--- src/rtl/mips_ctrl_pkg.sv ---
// Shared encodings for the multicycle MIPS controller.
// MIPS_LOGIC_IMM_EN adds the LOGIEX state for andi/ori.
package mips_ctrl_pkg;

  typedef enum logic [3:0] {
    FETCH, DECODE, MEMADR, MEMRD, MEMWB, MEMWR, RTYPEEX, RTYPEWB,
    BREX, ADDIEX, IMMWB, JEX
`ifdef MIPS_LOGIC_IMM_EN
    , LOGIEX
`endif
  } statetype;

  localparam logic [5:0] OP_RTYPE = 6'b000000;
  localparam logic [5:0] OP_LW    = 6'b100011;
  localparam logic [5:0] OP_SW    = 6'b101011;
  localparam logic [5:0] OP_BEQ   = 6'b000100;
  localparam logic [5:0] OP_BNE   = 6'b000101;
  localparam logic [5:0] OP_ADDI  = 6'b001000;
  localparam logic [5:0] OP_J     = 6'b000010;
  localparam logic [5:0] OP_ANDI  = 6'b001100;
  localparam logic [5:0] OP_ORI   = 6'b001101;

  localparam logic [1:0] ALUOP_ADD   = 2'b00;
  localparam logic [1:0] ALUOP_SUB   = 2'b01;
  localparam logic [1:0] ALUOP_FUNCT = 2'b10;
  localparam logic [1:0] ALUOP_LOGI  = 2'b11;

  localparam logic [5:0] F_ADD = 6'b100000;
  localparam logic [5:0] F_SUB = 6'b100010;
  localparam logic [5:0] F_AND = 6'b100100;
  localparam logic [5:0] F_OR  = 6'b100101;
  localparam logic [5:0] F_SLT = 6'b101010;

  localparam logic [2:0] ALU_AND = 3'b000;
  localparam logic [2:0] ALU_OR  = 3'b001;
  localparam logic [2:0] ALU_ADD = 3'b010;
  localparam logic [2:0] ALU_SUB = 3'b110;
  localparam logic [2:0] ALU_SLT = 3'b111;

endpackage

--- src/rtl/mips_multicycle_ctrl_aludec.sv ---
// ALU decoder: maps aluop/funct/op onto the ALU operation code.
module mips_aludec
  import mips_ctrl_pkg::*;
#(
  parameter int ALUCTL_W = 3
) (
  input  logic [1:0]          aluop,
  input  logic [5:0]          funct,
  input  logic [5:0]          op,
  output logic [ALUCTL_W-1:0] alucontrol
);

  logic [2:0] ctl;

  always_comb begin
    ctl = ALU_ADD;
    case (aluop)
      ALUOP_ADD: ctl = ALU_ADD;
      ALUOP_SUB: ctl = ALU_SUB;
      ALUOP_FUNCT: begin
        // Unknown funct codes fall back to add without flagging.
        case (funct)
          F_ADD:   ctl = ALU_ADD;
          F_SUB:   ctl = ALU_SUB;
          F_AND:   ctl = ALU_AND;
          F_OR:    ctl = ALU_OR;
          F_SLT:   ctl = ALU_SLT;
          default: ctl = ALU_ADD;
        endcase
      end
      default: begin
        case (op)
          OP_ANDI: ctl = ALU_AND;
          OP_ORI:  ctl = ALU_OR;
          default: ctl = ALU_ADD;
        endcase
      end
    endcase
  end

  assign alucontrol = ALUCTL_W'(ctl);

endmodule

--- src/rtl/mips_multicycle_ctrl.sv ---
// Main control FSM for the multicycle MIPS datapath.
// MIPS_LOGIC_IMM_EN enables andi/ori through the LOGIEX state.
module mips_multicycle_ctrl
  import mips_ctrl_pkg::*;
#(
  parameter int MEM_HANDSHAKE = 1,
  parameter int ALUCTL_W      = 3
) (
  input  logic                clk,
  input  logic                reset,
  input  logic [5:0]          op,
  input  logic [5:0]          funct,
  input  logic                zero,
  input  logic                mem_ready,
  output logic                pcen,
  output logic                memwrite,
  output logic                irwrite,
  output logic                regwrite,
  output logic                iord,
  output logic                regdst,
  output logic                memtoreg,
  output logic                alusrca,
  output logic [1:0]          alusrcb,
  output logic [1:0]          pcsrc,
  output logic                immsel,
  output logic [ALUCTL_W-1:0] alucontrol,
  output logic                illegal_op
);

  statetype   state_q, state_d;
  logic       mem_rdy;
  logic       pcwrite, branch, mem_wr, ir_wr, reg_wr;
  logic [1:0] aluop;

  assign mem_rdy = (MEM_HANDSHAKE != 0) ? mem_ready : 1'b1;

  always_ff @(posedge clk or posedge reset) begin
    if (reset) state_q <= FETCH;
    else       state_q <= state_d;
  end

  always_comb begin
    state_d    = state_q;
    pcwrite    = 1'b0;
    branch     = 1'b0;
    mem_wr     = 1'b0;
    ir_wr      = 1'b0;
    reg_wr     = 1'b0;
    iord       = 1'b0;
    regdst     = 1'b0;
    memtoreg   = 1'b0;
    alusrca    = 1'b0;
    alusrcb    = 2'b00;
    pcsrc      = 2'b00;
    immsel     = 1'b0;
    aluop      = ALUOP_ADD;
    illegal_op = 1'b0;
    case (state_q)
      FETCH: begin
        alusrcb = 2'b01;
        ir_wr   = mem_rdy;
        pcwrite = mem_rdy;
        if (mem_rdy) state_d = DECODE;
      end
      DECODE: begin
        alusrcb = 2'b11;
        case (op)
          OP_LW, OP_SW:   state_d = MEMADR;
          OP_RTYPE:       state_d = RTYPEEX;
          OP_BEQ, OP_BNE: state_d = BREX;
          OP_ADDI:        state_d = ADDIEX;
          OP_J:           state_d = JEX;
`ifdef MIPS_LOGIC_IMM_EN
          OP_ANDI, OP_ORI: state_d = LOGIEX;
`endif
          default: begin
            state_d    = FETCH;
            illegal_op = 1'b1;
          end
        endcase
      end
      MEMADR: begin
        alusrca = 1'b1;
        alusrcb = 2'b10;
        state_d = (op == OP_LW) ? MEMRD : MEMWR;
      end
      MEMRD: begin
        iord = 1'b1;
        if (mem_rdy) state_d = MEMWB;
      end
      MEMWB: begin
        memtoreg = 1'b1;
        reg_wr   = 1'b1;
        state_d  = FETCH;
      end
      MEMWR: begin
        iord   = 1'b1;
        mem_wr = 1'b1;
        if (mem_rdy) state_d = FETCH;
      end
      RTYPEEX: begin
        alusrca = 1'b1;
        aluop   = ALUOP_FUNCT;
        state_d = RTYPEWB;
      end
      RTYPEWB: begin
        regdst  = 1'b1;
        reg_wr  = 1'b1;
        state_d = FETCH;
      end
      BREX: begin
        alusrca = 1'b1;
        aluop   = ALUOP_SUB;
        pcsrc   = 2'b01;
        branch  = 1'b1;
        state_d = FETCH;
      end
      ADDIEX: begin
        alusrca = 1'b1;
        alusrcb = 2'b10;
        state_d = IMMWB;
      end
      IMMWB: begin
        reg_wr  = 1'b1;
`ifdef MIPS_LOGIC_IMM_EN
        immsel  = 1'b1;
`endif
        state_d = FETCH;
      end
      JEX: begin
        pcsrc   = 2'b10;
        pcwrite = 1'b1;
        state_d = FETCH;
      end
`ifdef MIPS_LOGIC_IMM_EN
      LOGIEX: begin
        alusrca = 1'b1;
        alusrcb = 2'b10;
        aluop   = ALUOP_LOGI;
        immsel  = 1'b1;
        state_d = IMMWB;
      end
`endif
      default: state_d = FETCH;
    endcase
  end

  // Write enables are squashed combinationally so reset cannot commit a partial write.
  assign pcen     = (pcwrite | (branch & (op == OP_BEQ) & zero)
                             | (branch & (op == OP_BNE) & ~zero)) & ~reset;
  assign memwrite = mem_wr & ~reset;
  assign irwrite  = ir_wr & ~reset;
  assign regwrite = reg_wr & ~reset;

  mips_aludec #(.ALUCTL_W(ALUCTL_W)) u_aludec (
    .aluop      (aluop),
    .funct      (funct),
    .op         (op),
    .alucontrol (alucontrol)
  );

endmodule
--- config.mk ---
export PLATFORM = sky130hd
export DESIGN_NAME = mips_multicycle_ctrl
export DESIGN_NICKNAME = d
export VERILOG_FILES = /design/src/rtl/mips_ctrl_pkg.sv /design/src/rtl/mips_multicycle_ctrl_aludec.sv /design/src/rtl/mips_multicycle_ctrl.sv
export SDC_FILE = /design/constraint.sdc
export NUM_CORES = 1
export LEC_CHECK = 0
export BUFFER_PORTS_ARGS = -buffer_cell sky130_fd_sc_hd__buf_2
export CAP_MARGIN = 20
export CORE_UTILIZATION = 40
export CTS_CLUSTER_DIAMETER = 150
export DETAILED_ROUTE_END_ITERATION = 12
export HOLD_SLACK_MARGIN = 0.12
export PLACE_DENSITY = 0.8
export SYNTH_ARGS = -nofsm -noshare
export SYNTH_HDL_FRONTEND = slang
export SYNTH_HIERARCHICAL = 1
export SYNTH_SLANG_ARGS = --single-unit
--- constraint.sdc ---
create_clock -name clk -period 2.2 [get_ports clk]
set_input_delay 0.22 -clock clk [delete_from_list [all_inputs] [get_ports clk]]
set_output_delay 0.22 -clock clk [all_outputs]
set_load 0.05 [all_outputs]
=== Yosys cells after proc, flatten, opt, wreduce, memory -nomap -nowiden ===
Index checks and enable logic that the tools add are counted.

* Flip-flop bits (word level): 4
* Bits of input ports: 16
* Word-level logic and storage cells: 75

* Equal/unequal tests: 28
* Muxes and demuxes: 23
* Bitwise operators: 12
* Reductions and logical operators: 11

{| class="wikitable"
|+ Operators with widths
! operator !! count
|-
| $eq A6 B6 Y1 const B || 6
|-
| $pmux W4 S7 || 1
|-
| $pmux W4 S5 || 1
|-
| $eq A6 B4 Y1 const B || 3
|-
| $eq A4 B3 Y1 const B || 4
|-
| $eq A4 B4 Y1 const B || 4
|-
| $eq A6 B3 Y1 const B || 2
|-
| $mux W4 || 3
|-
| $pmux W2 S2 || 3
|-
| $pmux W3 S4 || 1
|-
| $mux W1 || 10
|-
| $pmux W3 S3 || 1
|-
| $and A1 B1 Y1 || 8
|-
| $eq A4 B2 Y1 const B || 2
|-
| $reduce_or A2 Y1 || 4
|-
| $reduce_or A7 Y1 || 1
|-
| $eq A6 B2 Y1 const B || 1
|-
| $logic_not A6 Y1 || 1
|-
| $ne A2 B2 Y1 const B || 3
|-
| $pmux W2 S3 || 1
|-
| $eq A4 B1 Y1 const B || 1
|-
| $logic_not A4 Y1 || 1
|-
| $reduce_or A4 Y1 || 1
|-
| $mux W3 || 1
|-
| other kinds (8) || 10
|}

=== Longest topological paths before layout ===
Gate-level depths: netlist of run 1.

* Depth in word-level cells: 7
* Gate-level depth with buffers: 6
* Depth with buffers taken out: 5

=== Modules after synthesis ===
Netlist of run 1, hierarchy kept.

{| class="wikitable"
|+ Modules (own cells, without submodules)
! module !! times used !! cells an instance !! area an instance (um^2)
|-
| mips_multicycle_ctrl || 1 || 80 || 546.8
|-
| mips_aludec || 1 || 11 || 113.9
|}

=== Least setup slack after synthesis of run 1 ===
No wires, ideal clock.

* Path kind: reg-to-output
* Start point: register state_q[2]
* End point: output port irwrite
* Arrival: 2,220 ps
* Data required time: 1,980 ps
* Setup slack: -240 ps
* Stages on the path, launching flop included: 5
* Cell sequence: dfrtp_1 buf_2 nor2_1 nand2_1 nor4_1

* Cells in the longest elaborated chain, start to end: 3

{| class="wikitable"
|+ RTL lines
! element !! line !! text
|-
| start: declaration || mips_multicycle_ctrl.sv:30 || <nowiki>statetype state_q, state_d;</nowiki>
|-
| start signal: assignment || mips_multicycle_ctrl.sv:39 || <nowiki>else state_q <= state_d;</nowiki>
|-
| $logic_not A4 Y1 || mips_multicycle_ctrl.sv:58 || <nowiki>case (state_q)</nowiki>
|-
| $mux W1 || mips_multicycle_ctrl.sv:58 ||
|-
| $and A1 B1 Y1 || mips_multicycle_ctrl.sv:152 || <nowiki>assign irwrite = ir_wr & ~reset;</nowiki>
|-
| end: declaration || mips_multicycle_ctrl.sv:17 || <nowiki>output logic irwrite,</nowiki>
|}

Every way passes these cells.

=== Final worst setup path of run 1 ===
* Start point: register state_q[1]
* End point: output port alucontrol[1]

* Cells in the longest elaborated chain, start to end: 4
* Elaborated cells on any way between the ends: 7
* Classes of those cells: eq/ne (4); mux (2); reduce/logical (1)

{| class="wikitable"
|+ RTL lines
! element !! line !! text
|-
| $eq A4 B4 Y1 or $eq A4 B3 Y1 (tied branches) || mips_multicycle_ctrl.sv:58 ||
|-
| $pmux W2 S2 * || mips_multicycle_ctrl.sv:58 ||
|-
| $eq A2 B2 Y1, or another cell as far along || mips_multicycle_ctrl_aludec.sv:17 || <nowiki>case (aluop)</nowiki>
|-
| $pmux W3 S3 * || mips_multicycle_ctrl_aludec.sv:17 ||
|-
| end: declaration || mips_multicycle_ctrl.sv:26 || <nowiki>output logic [ALUCTL_W-1:0] alucontrol,</nowiki>
|}

Mark *: on every way between the ends. The rest lies on a longest branch, timed or not.

==> summary.txt, run 1 <==
DIE HEIGHT: 42.64 um
Reg2Reg Launch Point: state_q[0]
Top cell types by occurrence after synthesis: sky130_fd_sc_hd__nor2_1 (9), sky130_fd_sc_hd__nand2b_1 (8), sky130_fd_sc_hd__a21oi_1 (5), sky130_fd_sc_hd__nand2_1 (5), sky130_fd_sc_hd__nor4_1 (5)
Final Util: 58.87%
Initial core utilization: 43.35%
Destination of the worst hold path: state_q[1]
Count of different cell masters after synthesis: 38
Global routing met3 resource utilization: 2.586%
Post-route ant nets: 0
Detailed-placement wirelength estimate: 1464 um
Kind of end point of the critical path: output pin
Flops & latches, synth: 4
Min Clock Period, post-route: 2.065 ns
1st-iter DRT viols: 18
Fill count: 162
Fraction of the mapped netlist area in simple logic gates: 49.05%
GR Layer Usage met2: 39.39%
Clock network latency to the later pin of the worst-skew pair: 0.23 ns
Worst setup path category: register to output pin
Crit Reg-Reg Endpoint: state_q[2]
Met1 GRT Util: 27.44%
Hold WC Path Type: input port to register
Area growth from synthesis to layout: 35.80%
Power per unit of standard cell area: 570.5 nW/um^2
Area post-placement: 849.6 um^2
Sequential cell area fraction in the yosys report: 15.15%
Total via count after detailed routing: 791
Area of the die: 1818 um^2
Highest clock rate: 484.3 MHz
CP cell instances: nand2b_2 -> nor3_4 -> nand4bb_1 -> inv_1 -> a21oi_1 -> buf_2
Via density per instance: 5.650
EDFF count, synth: 0
Sum of negative setup slack: 0 ns
Parity-gate share of the synthesized area counting xor and xnor cells: 3.977%
Worst vdd ir: 270.9 uV
Crit-path max cell delay: 0.44 ns
Flip-flop cell with the highest count after synthesis: sky130_fd_sc_hd__dfrtp_1
Top cells by area in the synthesized netlist: sky130_fd_sc_hd__dfrtp_1 (15%), sky130_fd_sc_hd__nand2b_1 (7.6%), sky130_fd_sc_hd__nor2_1 (5.1%)
Type of origin of the critical path: register
Setup slack, reg-to-reg: 0.86 ns
Dominant cell by count in the synthesized netlist: sky130_fd_sc_hd__nor2_1
Global placer's final weighted congestion: 0.8223
Mux cell area share after synthesis: 0%
Number of top-level pins: 33
Final instance area: 897.1 um^2
Number of maximum-capacitance violations: 0
Synthesized area per cell: 7.260 um^2
Flip-flop count of the largest register after layout: 4
Number of placement rows: 14
Largest registers: state_q (4)
Share of cells above drive strength 1: 41.13%
Most crowded layer after global routing: met2
Launch point of the worst hold path: op[2]
Final setup fails: 0
Register with the highest flop count: state_q
Combinational family with the most area after synthesis: simple AND/OR/NAND/NOR gates
Warning count from the yosys run: 6
Overflow left after global routing: 0
Number of nets in the layout: 142
Number of detailed-route iterations in the first pass: 4
Cell with the biggest individual delay on the critical path: sky130_fd_sc_hd__dfrtp_2
Final period utilization: 93.86%
Async set-or-reset flop fraction in the synthesized netlist: 100.0%
Cell count after synthesis: 91
Number of buffer and inverter instances along the worst setup path: 2
Static Leak: 0.3958 nW
Slew Limit Fails: 0
Worst setup margin: 0.1351 ns
Cell count of the worst hold path: 4
CTS tree: yes
Data arrival time at the worst-slack endpoint: 1.84 ns
Unrepaired setup endpoints after global routing: false
CTS H-Tree Depth: 1
Net Count, Synth: 107
Adder-Cell Fraction of Synth Area: 0%
Global router's overall resource usage: 22.28%
Area inside the core boundary: 1524 um^2
Antenna violations before repair: 0
Global-route wire length before repair: 3056 um
Number of port buffers: 31
Die X-Extent: 42.64 um
Outcome: complete, no violations
Antenna cells: 0
Cell accounting for the most synthesized area: sky130_fd_sc_hd__dfrtp_1
CTS sink count: 4
Worst slack, placed: 0.2686 ns
Final Hold Fails: 0
Post-synthesis compound-gate area fraction: 23.86%
Number of buffers added by the clock tree synthesis step: 3
DRC errors left: 0
Largest net degree at the start of global routing: 12
Delay-heaviest family, CP: simple AND/OR/NAND/NOR gates
Cells after DPL: 136
Worst clock skew on the final layout: 0.004508 ns
Cell area after synthesis: 660.6 um^2
Final routed wire length divided by cell count: 13.31 um
Root buffer cell: sky130_fd_sc_hd__clkbuf_4
Final Routed Wirelength: 1863 um
Clock Tree Buf Depth: 2
Yosys top cell area share: 15.15%
Number of cells on the worst reg-to-reg path: 5
Required @ worst endpoint: 1.98 ns
Largest fanout on the critical path: 8
Number of non-filler instances in the completed layout: 140
Number of global-route vias before repair: 728
Clock transition time at the flip-flop clock pins of the worst setup and hold paths: 0.04 ns
-- area by class of cell --
cell class | count | area, um^2 | share of cell area, %
clock buffer | 3 | 22.52 | 2.510
inverter | 4 | 15.01 | 1.674
multi-input combinational | 77 | 539.3 | 60.11
sequential | 4 | 102.6 | 11.44
tap | 16 | 20.02 | 2.232
timing repair buffer | 36 | 197.7 | 22.04
-- how the worst max path moves through the flow --
stage | startpoint | to | slack [ns] | depth (start not counted)
floorplan | state_q[2] | iord | 0.12 | 3
global placement | state_q[3] | alucontrol[0] | 0.32 | 6
detailed placement | state_q[3] | alucontrol[0] | 0.27 | 6
CTS | state_q[3] | alucontrol[0] | 0.02 | 6
global route | state_q[1] | alucontrol[0] | 0.03 | 6
finish | state_q[1] | alucontrol[1] | 0.14 | 6
-- metal layers --
| layer | share of wire, % | vias up |
|---|---|---|
| li1 | - | 401 |
| met1 | 46 | 368 |
| met2 | 51 | 20 |
| met3 | 2.4 | 2 |
| met4 | 0.75 | 0 |
| met5 | 0 | - |
-- worst min-delay path, delay by kind of cell --
kind,cells,cell delay (ns)
AO/OA/AOI/OAI,1,0.08
buffers and inverters,1,0.14
AND/OR/NAND/NOR,2,0.12
-- metrics by stage --
stage	total power [W]	hold WS (ns)
after CTS	0.0005102	0.3848
after detailed placement	0.0004170	0.1699
final	0.0005118	0.3846
after global placement	0.0004132	0.1692
after global routing	0.0005457	0.4033
after floorplan	0.0003352	-0.01392
-- what timing repair did --
action / CTS / global route
hold buffers: 1 / 0
setup buffers: 0 / 0
resized for setup: 0 / 7
hold endpoints to repair: 4 / 0
setup endpoints to repair: 0 / 3
-- report_power, final --
| group | switching, W | internal (W) |
|---|---|---|
| Combinational | 0.000217 | 0.000102 |
| Clock | 0.0000283 | 0.0000609 |
| Sequential | 0.0000202 | 0.0000836 |
-- logic make-up (layout without fill, tap and decap cells) --
logic type,after synthesis,count (layout)
other,1,1
flip-flops,4,4
AO/OA/AOI/OAI,23,23
AND/OR/NAND/NOR,50,50
buffers and inverters,10,43
XOR/XNOR,3,3
-- layout by cell type, fill, tap and decap left out, drive strengths merged, types with 2 or more instances in the layout --
master and n:
a21oi 5, nor3 5, nor4 6, nand3 4, and3 2, a211oi 2
nand2 5, nand2b 8, nor2b 2, o21ai 4, clkbuf 3, nor2 9
nor3b 4, xor2 2, buf 35, inv 4, a31oi 3, dfrtp 4
(Power assumes the default switching activity.)
==> run 2, diff against run 1 <==
--- a/config.mk
+++ b/config.mk
@@ -5,13 +5,14 @@
 export SDC_FILE = /design/constraint.sdc
 export NUM_CORES = 1
 export LEC_CHECK = 0
-export BUFFER_PORTS_ARGS = -buffer_cell sky130_fd_sc_hd__buf_2
+export ABC_AREA = 1
 export CAP_MARGIN = 20
 export CORE_UTILIZATION = 40
 export CTS_CLUSTER_DIAMETER = 150
 export DETAILED_ROUTE_END_ITERATION = 12
+export DONT_BUFFER_PORTS = 1
 export HOLD_SLACK_MARGIN = 0.12
-export PLACE_DENSITY = 0.8
+export PLACE_DENSITY = 0.63
 export SYNTH_ARGS = -nofsm -noshare
 export SYNTH_HDL_FRONTEND = slang
 export SYNTH_HIERARCHICAL = 1
==> summary.txt, run 2 <==
Async set-or-reset flop fraction in the synthesized netlist: 100.0%
Antenna violations before repair: 0
Number of nets in the layout: 177
Share of cells above drive strength 1: 18.87%
Number of detailed-route iterations in the first pass: 4
Worst vdd ir: 422.3 uV
Sequential cell area fraction in the yosys report: 13.51%
Power per unit of standard cell area: 1024 nW/um^2
Global router's overall resource usage: 19.57%
CTS tree: yes
Static Leak: 0.5437 nW
DIE HEIGHT: 45.03 um
Most frequent cells in the layout: sky130_fd_sc_hd__nand2_1 (41), sky130_fd_sc_hd__inv_1 (30), sky130_fd_sc_hd__nor2_1 (23), sky130_fd_sc_hd__nand3_1 (14), sky130_fd_sc_hd__buf_4 (10)
Highest clock rate: 512.1 MHz
Unrepaired setup endpoints after global routing: false
Net Count, Synth: 164
Post-route ant nets: 0
Min Clock Period, post-route: 1.953 ns
Final instance area: 853.3 um^2
Hold-fix buffer count after cts: 1
Area inside the core boundary: 1727 um^2
Total chip power: 0.0008740 W
Overflow left after global routing: 0
Final routed wire length divided by cell count: 9.598 um
Number of cells on the worst reg-to-reg path: 7
Clock transition time at the flip-flop clock pins of the worst setup and hold paths: 0.04 ns
Initial core utilization: 42.90%
CP cell instances: inv_1 -> nand2_1 -> nor2_1 -> inv_1 -> nor2_2 -> nand4_1 -> nand2_1
Synthesized area per cell: 5.005 um^2
Global placer's final weighted congestion: 0.9432
Data arrival time at the worst-slack endpoint: 1.73 ns
Crit Reg-Reg Endpoint: state_q[0]
1st-iter DRT viols: 19
Area growth from synthesis to layout: 15.20%
Number of top-level pins: 33
Reg2Reg Launch Point: state_q[2]
Top cell types by occurrence after synthesis: sky130_fd_sc_hd__nand2_1 (41), sky130_fd_sc_hd__inv_1 (30), sky130_fd_sc_hd__nor2_1 (23), sky130_fd_sc_hd__nand3_1 (14)
Register with the highest flop count: state_q
Outcome: complete, no violations
DRC errors left: 0
Slew Limit Fails: 0
Antenna cells: 0
Largest fanout on the critical path: 4
Sum of negative setup slack: 0 ns
Type of origin of the critical path: register
Die X-Extent: 45.03 um
Delay-heaviest family, CP: simple AND/OR/NAND/NOR gates
Number of global-route vias before repair: 772
Setup slack, reg-to-reg: 1.00 ns
Final Hold Fails: 0
Warning count from the yosys run: 6
Launch point of the worst hold path: mem_ready
Cell count of the worst hold path: 3
Dominant cell by count in the synthesized netlist: sky130_fd_sc_hd__nand2_1
Flip-flop count of the largest register after layout: 4
Worst clock skew on the final layout: 0.004099 ns
Detailed-placement wirelength estimate: 1522 um
Kind of end point of the critical path: output pin
Cell count after synthesis: 148
Largest net degree at the start of global routing: 9
Count of cells resized by post-cts repair: 0
Flip-flop cell with the highest count after synthesis: sky130_fd_sc_hd__dfrtp_1
Final setup fails: 0
Number of buffer and inverter instances along the worst setup path: 2
Count of different cell masters after synthesis: 19
Number of buffers inserted by post-CTS setup repair: 0
Number of placement rows: 15
Top cells by area in the synthesized netlist: sky130_fd_sc_hd__nand2_1 (21%), sky130_fd_sc_hd__inv_1 (15%), sky130_fd_sc_hd__dfrtp_1 (14%)
Most common cell after layout, fill and taps aside: sky130_fd_sc_hd__nand2_1
Number of port buffers: 0
Number of buffers added by the clock tree synthesis step: 3
Cell accounting for the most synthesized area: sky130_fd_sc_hd__nand2_1
CTS H-Tree Depth: 1
Yosys top cell area share: 20.78%
Destination of the worst hold path: state_q[1]
Largest registers: state_q (4)
Crit-path max cell delay: 0.37 ns
Area post-placement: 820.8 um^2
Clock Tree Buf Depth: 2
Hold WC Path Type: input port to register
EDFF count, synth: 0
Number of maximum-capacitance violations: 0
Worst setup path category: register to output pin
CTS sink count: 4
Root buffer cell: sky130_fd_sc_hd__clkbuf_4
Area of the die: 2028 um^2
Cell with the biggest individual delay on the critical path: sky130_fd_sc_hd__dfrtp_1
Clock network latency to the later pin of the worst-skew pair: 0.24 ns
Flops & latches, synth: 4
Final period utilization: 88.76%
Required @ worst endpoint: 1.98 ns
Via density per instance: 4.685
Final Routed Wirelength: 1766 um
Cell area after synthesis: 740.7 um^2
Total via count after detailed routing: 862
Global-route wire length before repair: 2960 um
Final Util: 49.42%
-- run 2: area by class of cell --
cell class	count	area, um^2
repair buffers	11	85.08
flip-flops and latches	4	100.1
fillers	189	873.3
clock buffers	3	22.52
multi-input cells	106	483.0
inverters	35	131.4
well taps	25	31.28
-- run 2: kinds of logic (layout without fill, tap and decap cells) --
family / after synthesis / after routing / synth area share, %
xor gates and xnor gates: 1 / 1 / 1.183
buffers and inverters: 38 / 49 / 21.28
and+or+nand+nor: 95 / 95 / 57.10
DFF: 4 / 4 / 13.51
other: 1 / 1 / 0.5063
AOI/OAI and AO/OA: 9 / 9 / 6.420
-- run 2: power breakdown --
group / total [W] / switching [W] / internal [W]
Clock: 0.0000906 / 0.0000296 / 0.0000610
Combinational: 0.000657 / 0.000476 / 0.000181
Sequential: 0.000127 / 0.0000310 / 0.0000956
Total: 0.000874 / 0.000536 / 0.000338
-- run 2: per-layer routing --
metal / part of all wire, % / GRT usage, % / wire [um] / vias up
li1: - / - / - / 464
met5: 0 / 0 / 0 / -
met4: 0.45 / 7.879 / 8 / 0
met1: 44 / 22.41 / 778 / 370
met2: 51 / 35.36 / 900 / 26
met3: 4.4 / 3.600 / 78 / 2
-- run 2: worst max path at each step --
stage          startpoint            end  slack [ns]  depth (start not counted)
3_3_place_gp   state_q[1]  alucontrol[2]        0.50                          6
2_1_floorplan  state_q[2]        alusrca        0.23                          3
6_report       state_q[3]  alucontrol[2]        0.25                          7
4_1_cts        state_q[1]  alucontrol[2]        0.25                          6
5_1_grt        state_q[3]  alucontrol[2]        0.08                          7
3_5_place_dp   state_q[1]  alucontrol[2]        0.50                          6
-- run 2: worst reg2reg max path: cells and delay by family, from the launching register on --
family	cells	cell delay, ns
flops	1	0.41
buf+inv	1	0.06
simple gates	6	0.66
-- run 2: metrics by stage --
step | setup slack [ns] | cells | hold WS (ns)
2_1_floorplan | 0.2262 | 148 | -0.008113
3_5_place_dp | 0.5013 | 180 | 0.02366
6_report | 0.2472 | 184 | 0.2392
5_1_grt | 0.08364 | 184 | 0.2782
3_3_place_gp | 0.5015 | 180 | 0.01580
4_1_cts | 0.2524 | 184 | 0.2429
==> run 3, diff against run 2 <==
--- a/config.mk
+++ b/config.mk
@@ -7,12 +7,12 @@
 export LEC_CHECK = 0
 export ABC_AREA = 1
 export CAP_MARGIN = 20
-export CORE_UTILIZATION = 40
+export CORE_UTILIZATION = 50
 export CTS_CLUSTER_DIAMETER = 150
 export DETAILED_ROUTE_END_ITERATION = 12
 export DONT_BUFFER_PORTS = 1
 export HOLD_SLACK_MARGIN = 0.12
-export PLACE_DENSITY = 0.63
+export PLACE_DENSITY = 0.74
 export SYNTH_ARGS = -nofsm -noshare
 export SYNTH_HDL_FRONTEND = slang
 export SYNTH_HIERARCHICAL = 1
==> summary.txt, run 3 (same netlist as run 2, synthesis figures left out) <==
Antenna cells: 0
Part of the total power dissipated in combinational logic: 74.8%
Destination of the worst hold path: state_q[1]
Sum of negative setup slack: 0 ns
Antenna violations before repair: 0
Worst setup margin: 0.2874 ns
Area growth from synthesis to layout: 13.51%
Type of origin of the critical path: register
Number of cells on the worst reg-to-reg path: 6
Slew Limit Fails: 0
Largest fanout on the critical path: 8
Number of buffers added by the clock tree synthesis step: 3
Unrepaired setup endpoints after global routing: false
Initial core utilization: 55.53%
Worst clock skew on the final layout: 0.0005985 ns
Flip-flop count of the largest register after layout: 4
1st-iter DRT viols: 16
Number of placement rows: 13
Final Util: 63.04%
Number of nets in the layout: 177
Global-route wire length before repair: 2449 um
Portion of total power attributed to sequential cells: 14.7%
Outcome: complete, no violations
Detailed-placement wirelength estimate: 1392 um
Static Leak: 0.5437 nW
Net switching power of the design: 0.0005273 W
Clock share of power: 10.6%
Sw frac: 60.95%
Most frequent cells in the layout: sky130_fd_sc_hd__nand2_1 (41), sky130_fd_sc_hd__inv_1 (30), sky130_fd_sc_hd__nor2_1 (23), sky130_fd_sc_hd__nand3_1 (14), sky130_fd_sc_hd__buf_4 (10)
Setup slack, reg-to-reg: 1.01 ns
Cell count of the worst hold path: 3
Hold-fix buffer count after cts: 1
Post-route ant nets: 0
Register with the highest flop count: state_q
Power per unit of standard cell area: 1029 nW/um^2
Launch point of the worst hold path: mem_ready
Most common cell after layout, fill and taps aside: sky130_fd_sc_hd__nand2_1
Number of detailed-route iterations in the first pass: 4
CTS H-Tree Depth: 1
Launch point of the worst path: state_q[1]
Count of cells resized by post-cts repair: 0
Largest net degree at the start of global routing: 9
Die X-Extent: 40.49 um
Clock transition time at the flip-flop clock pins of the worst setup and hold paths: 0.04 ns
Total chip power: 0.0008651 W
Data arrival time at the worst-slack endpoint: 1.69 ns
Required @ worst endpoint: 1.98 ns
Hold WC Path Type: input port to register
Global placer's final weighted congestion: 0.7889
Number of global-route vias before repair: 696
Clock Tree Buf Depth: 2
DIE HEIGHT: 40.49 um
Reg2Reg Launch Point: state_q[2]
Final setup fails: 0
Number of top-level pins: 33
Number of maximum-capacitance violations: 0
Area of the die: 1639 um^2
Highest clock rate: 522.8 MHz
Total via count after detailed routing: 854
Worst vdd ir: 596.0 uV
CTS tree: yes
DRC errors left: 0
Min Clock Period, post-route: 1.913 ns
Number of port buffers: 0
Root buffer cell: sky130_fd_sc_hd__clkbuf_4
Area inside the core boundary: 1334 um^2
Overflow left after global routing: 0
Final routed wire length divided by cell count: 9.494 um
Final Hold Fails: 0
CTS sink count: 4
Number of buffers inserted by post-CTS setup repair: 0
Via density per instance: 4.908
Final period utilization: 86.94%
Worst setup path category: register to output pin
Crit Reg-Reg Endpoint: state_q[2]
Internal: 0.0003379 W
Kind of end point of the critical path: output pin
Global router's overall resource usage: 22.16%
Worst slack, placed: 0.5372 ns
Largest registers: state_q (4)
Clock network latency to the later pin of the worst-skew pair: 0.23 ns
Share of cells above drive strength 1: 18.87%
Final Routed Wirelength: 1652 um
run 3: cell counts in the layout (fill, tap and decap cells not counted):
No cell type changed its count.
run 3: through the flow:
step	cells	hold WS, ns	instance area (um^2)
2_1_floorplan	148	-0.008113	740.7
3_3_place_gp	170	0.02196	808.3
3_5_place_dp	170	0.02824	808.3
4_1_cts	174	0.2269	840.8
5_1_grt	174	0.2543	840.8
6_report	174	0.2215	840.8
run 3: cell type report:
type / instances / area, um^2
sequential: 4 / 100.1
multi-input combinational: 106 / 483.0
inverter: 35 / 131.4
clock buffer: 3 / 22.52
tap: 15 / 18.77
timing repair buffer: 11 / 85.08
fill: 134 / 493.0
run 3: power by group through the flow:
stage	Combinational [W]	Sequential [W]	Clock (W)
2_1_floorplan	0.000529	0.000117	0
3_3_place_gp	0.000640	0.000125	0
3_5_place_dp	0.000642	0.000127	0
4_1_cts	0.000646	0.000126	0.0000929
5_1_grt	0.000707	0.000129	0.000101
6_report	0.000647	0.000127	0.0000913
run 3: worst max-delay path by stage:
stage                               end  slack [ns]  cells past startpoint
final                     alucontrol[2]        0.29                      6
after detailed placement  alucontrol[2]        0.54                      6
after global routing      alucontrol[2]        0.18                      6
after global placement    alucontrol[2]        0.58                      7
after floorplan                 alusrca        0.23                      3
after CTS                 alucontrol[2]        0.28                      6
run 3: metal layers:
metal | part of all wire, % | wire length [um] | up-vias | track usage [%]
met1 | 45 | 745 | 358 | 23.03
met5 | 0 | 0 | - | 0
met2 | 48 | 801 | 32 | 42.46
met4 | 0 | 0 | 0 | 7.500
li1 | - | - | 464 | -
met3 | 6.4 | 105 | 0 | 5.000
run 3: worst max-delay path, cell delays in order (launching register included):
cell,delay [ns]
sky130_fd_sc_hd__dfrtp_1,0.47
sky130_fd_sc_hd__nand2_1,0.15
sky130_fd_sc_hd__nor2_1,0.18
sky130_fd_sc_hd__inv_1,0.09
sky130_fd_sc_hd__nor2_2,0.12
sky130_fd_sc_hd__nand4_1,0.09
sky130_fd_sc_hd__nand2_1,0.37
